===== config.mk =====
export PLATFORM = sky130hd
export DESIGN_NAME = gcd_rr_arbiter
export DESIGN_NICKNAME = d
export VERILOG_FILES = /design/src/rtl/gcd_rr_arbiter.sv
export SDC_FILE = /design/constraint.sdc
export NUM_CORES = 1
export LEC_CHECK = 0
export CAP_MARGIN = 40
export CORE_AREA = 2 2 120 122
export DETAILED_ROUTE_END_ITERATION = 10
export DIE_AREA = 0 0 122 124
export PLACE_DENSITY = 0.67
export SYNTH_ARGS = -nofsm -noshare
export SYNTH_HDL_FRONTEND = slang
export SYNTH_SLANG_ARGS = --single-unit

===== constraint.sdc =====
create_clock -name clk -period 3 [get_ports clk]
set_clock_uncertainty 0.15 [all_clocks]
set_input_delay 0.3 -clock clk [delete_from_list [all_inputs] [get_ports clk]]
set_output_delay 0.3 -clock clk [all_outputs]
set_load 0.02 [all_outputs]

===== src/rtl/gcd_rr_arbiter.sv =====
// Round-robin dispatcher for N GCD units with an in-order result return path.
// A circular tag queue remembers which unit got each dispatch so results leave in dispatch order.
module gcd_rr_arbiter #(
  parameter int W = 32,
  parameter int N = 4,
  parameter int D = 8,
  localparam int U = $clog2(N),
  localparam int C = $clog2(D + 1),
  localparam int A = $clog2(D)
) (
  input  logic           clk,
  input  logic           reset,
  input  logic           operands_val,
  input  logic [W-1:0]   operands_bits_A,
  input  logic [W-1:0]   operands_bits_B,
  output logic           operands_rdy,
  output logic [N-1:0]   request_val,
  output logic [W-1:0]   request_operands_bits_A,
  output logic [W-1:0]   request_operands_bits_B,
  input  logic [N-1:0]   request_rdy,
  input  logic [N-1:0]   response_val,
  input  logic [N*W-1:0] response_result_bits_data,
  output logic [N-1:0]   response_rdy,
  output logic           result_val,
  output logic [W-1:0]   result_bits_data,
  input  logic           result_rdy,
  output logic [C-1:0]   inflight_count
);

  logic [U-1:0] r_ptr;
  logic [U-1:0] r_q [D];
  logic [A-1:0] r_wr;
  logic [A-1:0] r_rd;
  logic [C-1:0] r_cnt;

  logic         w_any;
  logic [U-1:0] w_gnt;
  logic [U-1:0] w_head;
  logic         w_nonempty;
  logic         w_not_full;
  logic         w_fire_d;
  logic         w_fire_r;

  // First ready unit scanning from the priority pointer with wrap-around.
  always_comb begin
    w_any = 1'b0;
    w_gnt = '0;
    for (int k = 0; k < N; k++) begin
      if (!w_any && request_rdy[(int'(r_ptr) + k) % N]) begin
        w_any = 1'b1;
        w_gnt = U'((int'(r_ptr) + k) % N);
      end
    end
  end

  assign w_nonempty = (r_cnt != '0);
  assign w_not_full = (r_cnt != C'(D));
  assign w_head     = r_q[r_rd];

  assign operands_rdy            = w_any && w_not_full && !reset;
  assign w_fire_d                = operands_val && operands_rdy;
  assign request_val             = w_fire_d ? (N'(1) << w_gnt) : '0;
  assign request_operands_bits_A = operands_bits_A;
  assign request_operands_bits_B = operands_bits_B;

  // Only the unit holding the oldest outstanding tag may hand back a result.
  assign result_val       = w_nonempty && response_val[w_head] && !reset;
  assign result_bits_data = response_result_bits_data[int'(w_head)*W +: W];
  assign w_fire_r         = result_val && result_rdy;
  assign response_rdy     = w_fire_r ? (N'(1) << w_head) : '0;
  assign inflight_count   = r_cnt;

  always_ff @(posedge clk) begin
    if (reset) begin
      r_ptr <= '0;
      r_wr  <= '0;
      r_rd  <= '0;
      r_cnt <= '0;
    end else begin
      if (w_fire_d) begin
        r_wr  <= r_wr + A'(1);
        r_ptr <= (w_gnt == U'(N - 1)) ? '0 : w_gnt + U'(1);
      end
      if (w_fire_r) begin
        r_rd <= r_rd + A'(1);
      end
      if (w_fire_d && !w_fire_r) begin
        r_cnt <= r_cnt + C'(1);
      end else if (!w_fire_d && w_fire_r) begin
        r_cnt <= r_cnt - C'(1);
      end
    end
  end

  // Tag storage carries no reset; occupancy is governed by the pointers and count.
  always_ff @(posedge clk) begin
    if (w_fire_d) begin
      r_q[r_wr] <= w_gnt;
    end
  end

endmodule


==> out/results.txt, run 1 <==
Synth warn: 0
Initial antenna violation count: 0
Wire per inst: 17.75 um
Total CTS buffers: 5
Final wirelength: 12,340 um
Hold Path Class: reg2reg
Clock transition at the registers of the reported paths: 50 ps
Vias: 3,260
Peak VDD IR: 0.2354 mV
Worst setup path class: reg2reg
Worst Tran Pin Value: 393.1 ps
Final hold violations: 0
ANT nets after route: 0
Final Max Slew Viols: 0
Static Leakage: 1.890 nW
Total of max-cap violations: 0
Die ar.: 0.01513 mm^2
Failing checks: setup timing
Power Dens Cells: 462.7 mW/mm^2
Setup violators final: 1
Vias/cell: 4.691
Sink Count: 31
Power after layout: 2.282 mW
Rel. slew slack: 0.7355
Fin Hold WS: 325.2 ps
Final #Nets: 728
Fillers: 1,415
Prevailing post-synth register cell: edfxtp_1
Pin count of the biggest net entering global routing: 43
Pre-Repair DR Iteration Count: 4
CTS Buffer Depth: 2
Critical Path Source Type: flop
Register area share after synthesis: 0.2526
DRC violation count after routing: 0
Most frequent cells in the layout: clkdlybuf4s50_1 (148), nand2_1 (70), and2_1 (34)
Achievable frequency: 0.3229 GHz
Cells after Synth: 386
Die span in x: 122 um
Crit path max fanout: 6
Synthesis-stage register bit count: 31
Final Cell Area: 0.004932 mm^2
Dpl hpwl: 9674 um
Starting Density: 0.2253
Core Region: 0.01372 mm^2
Num ports: 314
Worst setup margin: -97.20 ps
Status: complete, but fails checks
Root Driver: clkbuf_16
Placer Congestion: 0.7592
Placed Area: 0.004756 mm^2
Syn avg cell area: 8.006 um^2
Minimum clock period: 3097 ps
Post-synth EDFFs: 16
CTS tree: done
Ys async rst share: 0
Hold_buf cts: 0
Port Buf Inserts: 185
Chip Height: 124 um
Share of cells above drive strength 1: 0.1689
Vias in the first global route: 3,300
Req. time, crit path: 3050 ps
RSZ-0062 raised after global routing: true
Congestion Overflow GR: 0
Synth Net Count: 600
Area Growth Syn to Fin: 59.60%
Row count: 43
DRT iter0 DRCs: 166
Synth cell types: 35
First-pass GRT wire length: 17,570 um
Clk_lat worst skew: 270 ps
Commonest non-fill, non-tap cell in the layout: clkdlybuf4s50_1
Arr. time, crit path: 3150 ps
Total GRT Usage: 0.1508
Post-synthesis instance area: 0.003090 mm^2
H-tree Lvls: 2
Diodes inserted: 0
Setup crit end kind: flop
Period utilisation layout: 1.032
## per-stage QoR
| step | worst slack, ps | util | instances | setup TNS [ps] |
|---|---|---|---|---|
| after CTS | -98.89 | 0.3630 | 693 | -98.89 |
| final | -97.20 | 0.3595 | 695 | -97.20 |
| after detailed placement | -349.0 | 0.3466 | 683 | -4364 |
| after global placement | -229.6 | 0.3466 | 683 | -2513 |
| after global routing | -196.6 | 0.3595 | 695 | -197.2 |
| after floorplan | 7.108 | - | 386 | 0 |
## cell families (layout without fill, tap and decap cells)
kind of cell,count (synthesis),count (layout),synth area share
compound gates,79,79,0.1834
xor+xnor,5,5,0.01417
fa+ha+maj,10,10,0.04292
buf+inv,94,223,0.2036
flops,31,31,0.2526
mux,17,17,0.07287
simple gates,150,150,0.2304
## critical path: stages (launching register included)
cell and delay (ps):
dfxtp_4 370, mux2i_1 140, mux4_2 550, mux2i_2 190, o22ai_2 250, inv_2 80, ha_4 180, inv_4 70
ha_4 180, a21o_1 190, a21oi_2 150, xnor2_1 90, or3_1 310, a21oi_1 130
## synthesized netlist by cell type (8+ instances only)
cell | number | area share
mux2i_1 | 12 | 0.039
nor2_1 | 19 | 0.023
dfxtp_1 | 15 | 0.097
a211oi_1 | 28 | 0.068
and3_1 | 8 | 0.016
edfxtp_1 | 16 | 0.16
buf_2 | 8 | 0.013
and2_1 | 34 | 0.069
ha_1 | 9 | 0.036
a31oi_1 | 32 | 0.065
buf_4 | 65 | 0.16
clkbuf_1 | 13 | 0.016
nand2_1 | 71 | 0.086
## path summary, 6_finish.rpt
kind                            startpoint                 to  slack (ps)  cells past startpoint
worst max-delay path                  flop  inflight_count[3]        -100                     13
worst min-delay path               r_rd[2]            r_rd[2]         330                      1
worst max register to register        flop  inflight_count[3]        -100                     13
worst min register to register     r_rd[2]            r_rd[2]         330                      1
## power breakdown
part / total [mW] / leakage (nW) / internal (mW) / switching [mW]
sequential: 0.508 / 0.269 / 0.480 / 0.0285
combinational: 1.22 / 1.54 / 0.581 / 0.638
clock: 0.554 / 0.0812 / 0.386 / 0.168
## timing repair
action                                  4_1_cts  5_1_grt
pin swaps                                     0        2
buffers inserted                              2        2
gates resized for setup                      67       62
cloned                                        0        0
endpoints found under the setup margin       39       26
## per-layer routing
| layer | vias to the layer above | global-route usage | part of all wire |
|---|---|---|---|
| met4 | 0 | 0.04167 | 0.012 |
| met5 | - | 0 | 0 |
| met2 | 214 | 0.2238 | 0.43 |
| li1 | 1538 | - | - |
| met1 | 1500 | 0.1751 | 0.40 |
| met3 | 8 | 0.1049 | 0.16 |
## final cells by class
type | count | area [um^2] | share of cell area
repair buffers | 210 | 1971 | 0.3995
multi-input cells | 261 | 1767 | 0.3582
flip-flops and latches | 31 | 784.5 | 0.1591
well taps | 180 | 225.2 | 0.04566
clock buffers | 5 | 125.1 | 0.02537
clock inverters | 3 | 38.79 | 0.007864
inverters | 5 | 21.27 | 0.004313
## state kept, by name (all words and copies together) (netlist names), named ones only
signal / count
r_ptr: 2
r_wr: 3
r_q: 16
inflight_count: 4
r_rd: 3
Note: power is estimated with default switching activity, not from simulation.
==> run 2, diff against run 1 <==
Settings changed: CORE_AREA 2 2 120 122 to 3 3 121 123, DIE_AREA 0 0 122 124 to 0 0 124 126.
==> run 2 against run 1 <==
The run still ends with setup timing left. Clock power is 1% higher. Utilization is 1.2 points higher. Power is 5.5% higher. Critical path type is now reg2out.
==> out/results.txt, run 2 (synthesized netlist as in run 1, its figures left out) <==
Pre-Repair DR Iteration Count: 4 (unchanged)
Crit path max fanout: 29 (+23)
Logic gate share of total power: 0.557 (+0.023)
Multi-input logic area: 0.001740 mm^2 (-1.5%)
Fin Hold WS: 326.5 ps (+1.386 ps)
Fillers: 1,390 (-1.8%)
Register Area: 780.7 um^2 (-0.48%)
Slowest library cell on the worst path: clkdlybuf4s50_1
Setup crit end kind: output pin
Die span in x: 124 um (+1.6%)
Worst setup margin: -172.9 ps (-75.69 ps)
Row count: 43 (unchanged)
CP peak stage delay: 650 ps (+100 ps)
Setup violators final: 3 (+2)
H-tree Lvls: 2 (unchanged)
Most frequent cells in the layout: clkdlybuf4s50_1 (149), nand2_1 (71), and2_1 (33)
Placed Area: 0.004816 mm^2 (+1.3%)
Static Leakage: 1.994 nW (+5.5%)
Status: complete, but fails checks
Clock share of power: 0.234 (-0.009)
Root Driver: clkbuf_16
Arr. time, crit path: 2720 ps (-430 ps)
Num ports: 314 (unchanged)
RSZ-0062 raised after global routing: true
Commonest non-fill, non-tap cell in the layout: clkdlybuf4s50_1
Minimum clock period: 3173 ps (+75.69 ps)
Vias: 3,359 (+3.0%)
Peak VDD IR: 0.1915 mV (-19%)
Layout Cells excl Fill: 704 (+1.3%)
P_sw: 0.8674 mW (+3.9%)
Max FFs per register: 16 (unchanged)
Placer Congestion: 0.8434 (+11%)
Port Buf Inserts: 185 (unchanged)
Placed Cells: 684 (+0.15%)
Clock transition at the registers of the reported paths: 50 ps (about the same)
Starting Density: 0.2244 (-0.0008799)
Pin count of the biggest net entering global routing: 63 (+47%)
Power Dens Cells: 471.1 mW/mm^2 (+1.8%)
Chip Height: 126 um (+1.6%)
Diodes inserted: 0 (unchanged)
Clk_lat worst skew: 280 ps (about the same)
First-pass GRT wire length: 17,560 um (about the same)
DRC violation count after routing: 0 (unchanged)
Final hold violations: 0 (unchanged)
Hold Path Class: reg2reg
GR Util met2: 0.2437 (+0.01990)
Dpl hpwl: 9680 um (about the same)
Initial antenna violation count: 0 (unchanged)
Busiest metal layer after global routing: met2
Core Region: 0.01377 mm^2 (+0.39%)
GR Util met3: 0.08487 (-0.01999)
Worst Tran Pin Value: 466.7 ps (+73.61 ps)
Internal: 1.540 mW (+6.4%)
CTS tree: done
Sw frac: 0.3603 (-0.005615)
Final Max Slew Viols: 0 (unchanged)
Sequential power share: 0.209 (-0.014)
Final wirelength: 12,980 um (+5.2%)
Area Growth Syn to Fin: 65.38%
Vias/cell: 4.771 (+1.7%)
Worst setup path class: reg2out
Final Cell Area: 0.005111 mm^2 (+3.6%)
Largest reg by FF count: r_q
Total GRT Usage: 0.1470 (-0.003874)
Req. time, crit path: 2550 ps (-500 ps)
Wire per inst: 18.44 um (+3.9%)
Power after layout: 2.408 mW (+5.5%)
Period utilisation layout: 1.058 (+0.02523)
CP dominant cell by count: buf_4
Congestion Overflow GR: 0 (unchanged)
Vias in the first global route: 3,268 (-0.97%)
M1 GR Usage: 0.1594 (-0.01572)
DRT iter0 DRCs: 115 (-31%)
ANT nets after route: 0 (unchanged)
Crit-path cells: buf_4 -> mux2i_1 -> mux4_2 -> buf_4 -> and2_1 -> and3_1 -> clkdlybuf4s50_1
CTS Buffer Depth: 2 (unchanged)
Rel. slew slack: 0.6860 (-0.04952)
Share of cells above drive strength 1: 0.1908 (+0.02191)
Total of max-cap violations: 0 (unchanged)
Sink Count: 31 (unchanged)
Die ar.: 0.01562 mm^2 (+3.3%)
Total CTS buffers: 5 (unchanged)
Achievable frequency: 0.3152 GHz (-2.4%)
Final #Nets: 737 (+1.2%)
Failing checks: setup timing
Hold_buf cts: 0 (unchanged)
Setup slack, reg-to-reg: -140 ps (-40 ps)
Critical Path Source Type: flop
-- run 2: repair_timing --
action	4_1_cts	5_1_grt
buffers inserted	3	5
pin swaps	0	1
cloned	2	3
setup endpoints to repair	35	39
resized for setup	48	98
-- run 2: metal layers --
layer	up-vias	wire (um)
met1	1565	4892
li1	1554	-
met5	-	0
met3	19	1900
met2	221	5952
met4	0	236
-- run 2: area by class of cell --
type / instances / share of cell area
multi-input cells: 261 / 0.3405
clock inverters: 3 / 0.007589
clock buffers: 5 / 0.02448
flip-flops and latches: 31 / 0.1528
inverters: 5 / 0.003672
repair buffers: 219 / 0.4269
well taps: 180 / 0.04406
-- run 2: final timing paths --
kind | startpoint | endpoint | depth (start not counted)
worst max-delay path | flop | response_rdy[0] | 7
worst min-delay path | r_rd[2] | flop | 1
worst max register to register | flop | inflight_count[3] | 14
worst min register to register | r_rd[2] | flop | 1
-- run 2: worst max-delay path: cells and delay by family, from the launching register on --
kind          cells  cell delay, ps
buf+inv           3            1150
mux               2             570
simple gates      2             400
flops             1             330
-- run 2: stage by stage --
step	setup WS [ps]	utilization	setup TNS, ps
final	-172.9	0.3711	-336.7
after global routing	-357.5	0.3711	-1584
after CTS	-174.2	0.3665	-489.3
after detailed placement	-176.5	0.3497	-273.8
after global placement	-13.07	0.3497	-16.62
after floorplan	7.108	-	0
-- run 2: power by group through the flow --
stage | registers [mW] | clock network, mW | logic (mW)
after floorplan | 0.531 | 0 | 0.741
after global placement | 0.509 | 0 | 1.27
after detailed placement | 0.511 | 0 | 1.30
after CTS | 0.503 | 0.572 | 1.31
after global routing | 0.506 | 0.595 | 1.45
final | 0.503 | 0.562 | 1.34
==> run 3, diff against run 2 <==
Settings changed: CORE_AREA 3 3 121 123 to 3 3 122 124, DIE_AREA 0 0 124 126 to 0 0 125 127, PLACE_DENSITY 0.67 to default.
Clock period 3 ns to 4.1 ns, I/O delays scaled along.
==> run 3 against run 2 <==
The run now ends clean. Clock power decreased by 28%. Count of clock-buffer cells in the layout stayed put. Power fell by 33%. Sequential power decreased by 25%. Critical endpoint is now result_bits_data[3]. Register-to-register slack better by 760 ps. Via count decreased by 8.7%. Sequential share of layout area rose by 1.1 points. Routed wire length decreased by 13%. Non-clock buffer count decreased by 26. Global-route usage down 1.7 points. Largest power group unchanged. Worst hold slack got worse by 15 ps.
==> out/results.txt, run 3 (synthesized netlist as in run 1, its figures left out) <==
Status: finished, final reports clean
Placer Congestion: 0.8394 (-0.47%)
Final wirelength: 11,260 um (-13%)
Crit path max fanout: 35 (+21%)
Req. time, crit path: 3540 ps (+990 ps)
First-pass GRT wire length: 16,750 um (-4.6%)
Final hold violations: 0 (unchanged)
Largest reg by FF count: r_q
Share of cells above drive strength 1: 0.05422 (-0.1366)
Period utilisation layout: 0.8920
DRT iter0 DRCs: 128 (+11%)
Setup Buffers After CTS: 0 (-3)
Place WS: 552.7 ps (+729.2 ps)
Util after Layout: 0.3444 (-0.02667)
Rel. slew slack: 0.5216 (-0.1644)
Root Driver: clkbuf_16
Final #Nets: 711 (-3.5%)
Worst setup path class: reg2out
Placed Area: 0.004617 mm^2 (-4.1%)
Worst Tran Pin Value: 717.7 ps (+250.9 ps)
Static Leakage: 1.754 nW (-12%)
Final Cell Area: 0.004781 mm^2 (-6.5%)
Most frequent cells in the layout: clkdlybuf4s50_1 (185), nand2_1 (71), and2_1 (34)
Setup violators final: 0 (-3)
Power Dens Cells: 339.1 mW/mm^2 (-28%)
Hold Path Class: reg2reg
Area Growth Syn to Fin: 54.70%
CTS Buffer Depth: 2 (unchanged)
Arr. time, crit path: 3100 ps (+380 ps)
CTS tree: done
Dpl hpwl: 9001 um (-7.0%)
Congestion Overflow GR: 0 (unchanged)
Commonest non-fill, non-tap cell in the layout: clkdlybuf4s50_1
Row count: 43 (unchanged)
Pre-Repair DR Iteration Count: 4 (unchanged)
RSZ-0062 raised after global routing: false
Worst setup margin: 443.0 ps (+615.9 ps)
Total GRT Usage: 0.1295 (-0.01745)
Setup crit end kind: output pin
Hold_buf cts: 0 (unchanged)
Clock transition at the registers of the reported paths: 50 ps (about the same)
Minimum clock period: 3657 ps
H-tree Lvls: 2 (unchanged)
Core Region: 0.01388 mm^2 (+0.78%)
Max FFs per register: 16 (unchanged)
ANT nets after route: 0 (unchanged)
Sink Count: 31 (unchanged)
Total of max-cap violations: 0 (unchanged)
Clk_lat worst skew: 270 ps (about the same)
Wire per inst: 16.61 um (-9.9%)
Achievable frequency: 0.2734 GHz
Pin count of the biggest net entering global routing: 67 (+6.3%)
Total CTS buffers: 5 (unchanged)
Chip Height: 127 um (+0.79%)
Vias in the first global route: 3,100 (-5.1%)
Starting Density: 0.2226 (-0.001739)
Port Buf Inserts: 185 (unchanged)
Final Max Slew Viols: 0 (unchanged)
Peak VDD IR: 0.1764 mV (-7.9%)
Die span in x: 125 um (+0.81%)
Fin Hold WS: 311.5 ps (-15.00 ps)
Setup_tns: 0 ps (+336.7 ps)
Vias/cell: 4.522 (-5.2%)
Vias: 3,066 (-8.7%)
DRC violation count after routing: 0 (unchanged)
Initial antenna violation count: 0 (unchanged)
Post-CTS sizing: 0 (-100%)
Die ar.: 0.01588 mm^2 (+1.6%)
Diodes inserted: 0 (unchanged)
Num ports: 314 (unchanged)
Critical Path Source Type: flop
## run 3: cell count changes in the layout (fill, tap and decap cells not counted), sizes merged
cell / before / now
buf: 49 / 8
clkdlybuf4s50: 149 / 185
clkbuf: 25 / 5
dlygate4sd2: 1 / 0
## run 3: worst paths after layout
check / startpoint / to / slack [ps] / cells after the start
setup reg to reg: flop / inflight_count[3] / 620 / 13
hold reg to reg: r_rd[2] / r_rd[2] / 310 / 1
setup / recovery: flop / result_bits_data[3] / 440 / 7
hold / removal: r_rd[2] / r_rd[2] / 310 / 1
## run 3: per-layer routing
| layer | share of wire | vias up | global-route usage | routed length, um |
|---|---|---|---|---|
| met1 | 0.41 | 1403 | 0.1578 | 4573 |
| met2 | 0.49 | 111 | 0.2161 | 5545 |
| met3 | 0.058 | 53 | 0.02717 | 652 |
| li1 | - | 1499 | - | - |
| met5 | 0 | - | 0 | 0 |
| met4 | 0.043 | 0 | 0.06760 | 488 |
## run 3: metrics by stage
stage | cells | power [mW]
final | 678 | 1.621
after global routing | 678 | 1.716
after CTS | 678 | 1.639
after detailed placement | 670 | 1.228
after global placement | 670 | 1.219
after floorplan | 386 | 0.9231
## run 3: power by group
part           internal [mW]  switching [mW]  total, mW  leakage [nW]
clock                  0.282           0.120      0.403        0.0812
combinational          0.422           0.417      0.839          1.40
sequential             0.351          0.0284      0.379         0.268
total                   1.06           0.566       1.62          1.75
## run 3: final cells by class
type                       instances  area [um^2]
multi-input combinational        261         1680
clock buffer                       5        125.1
tap                              180        225.2
fill                            1458         9100
timing repair buffer             193         1912
inverter                           5        18.77
clock inverter                     3        38.79
sequential                        31        780.7
## run 3: critical path: stages (launching register included)
cell             delay, ps
dfxtp_1                530
mux4_2                 610
mux2i_4                200
buf_4                  360
and2_1                 200
a211oi_2                50
a31oi_1                190
clkdlybuf4s50_1        690
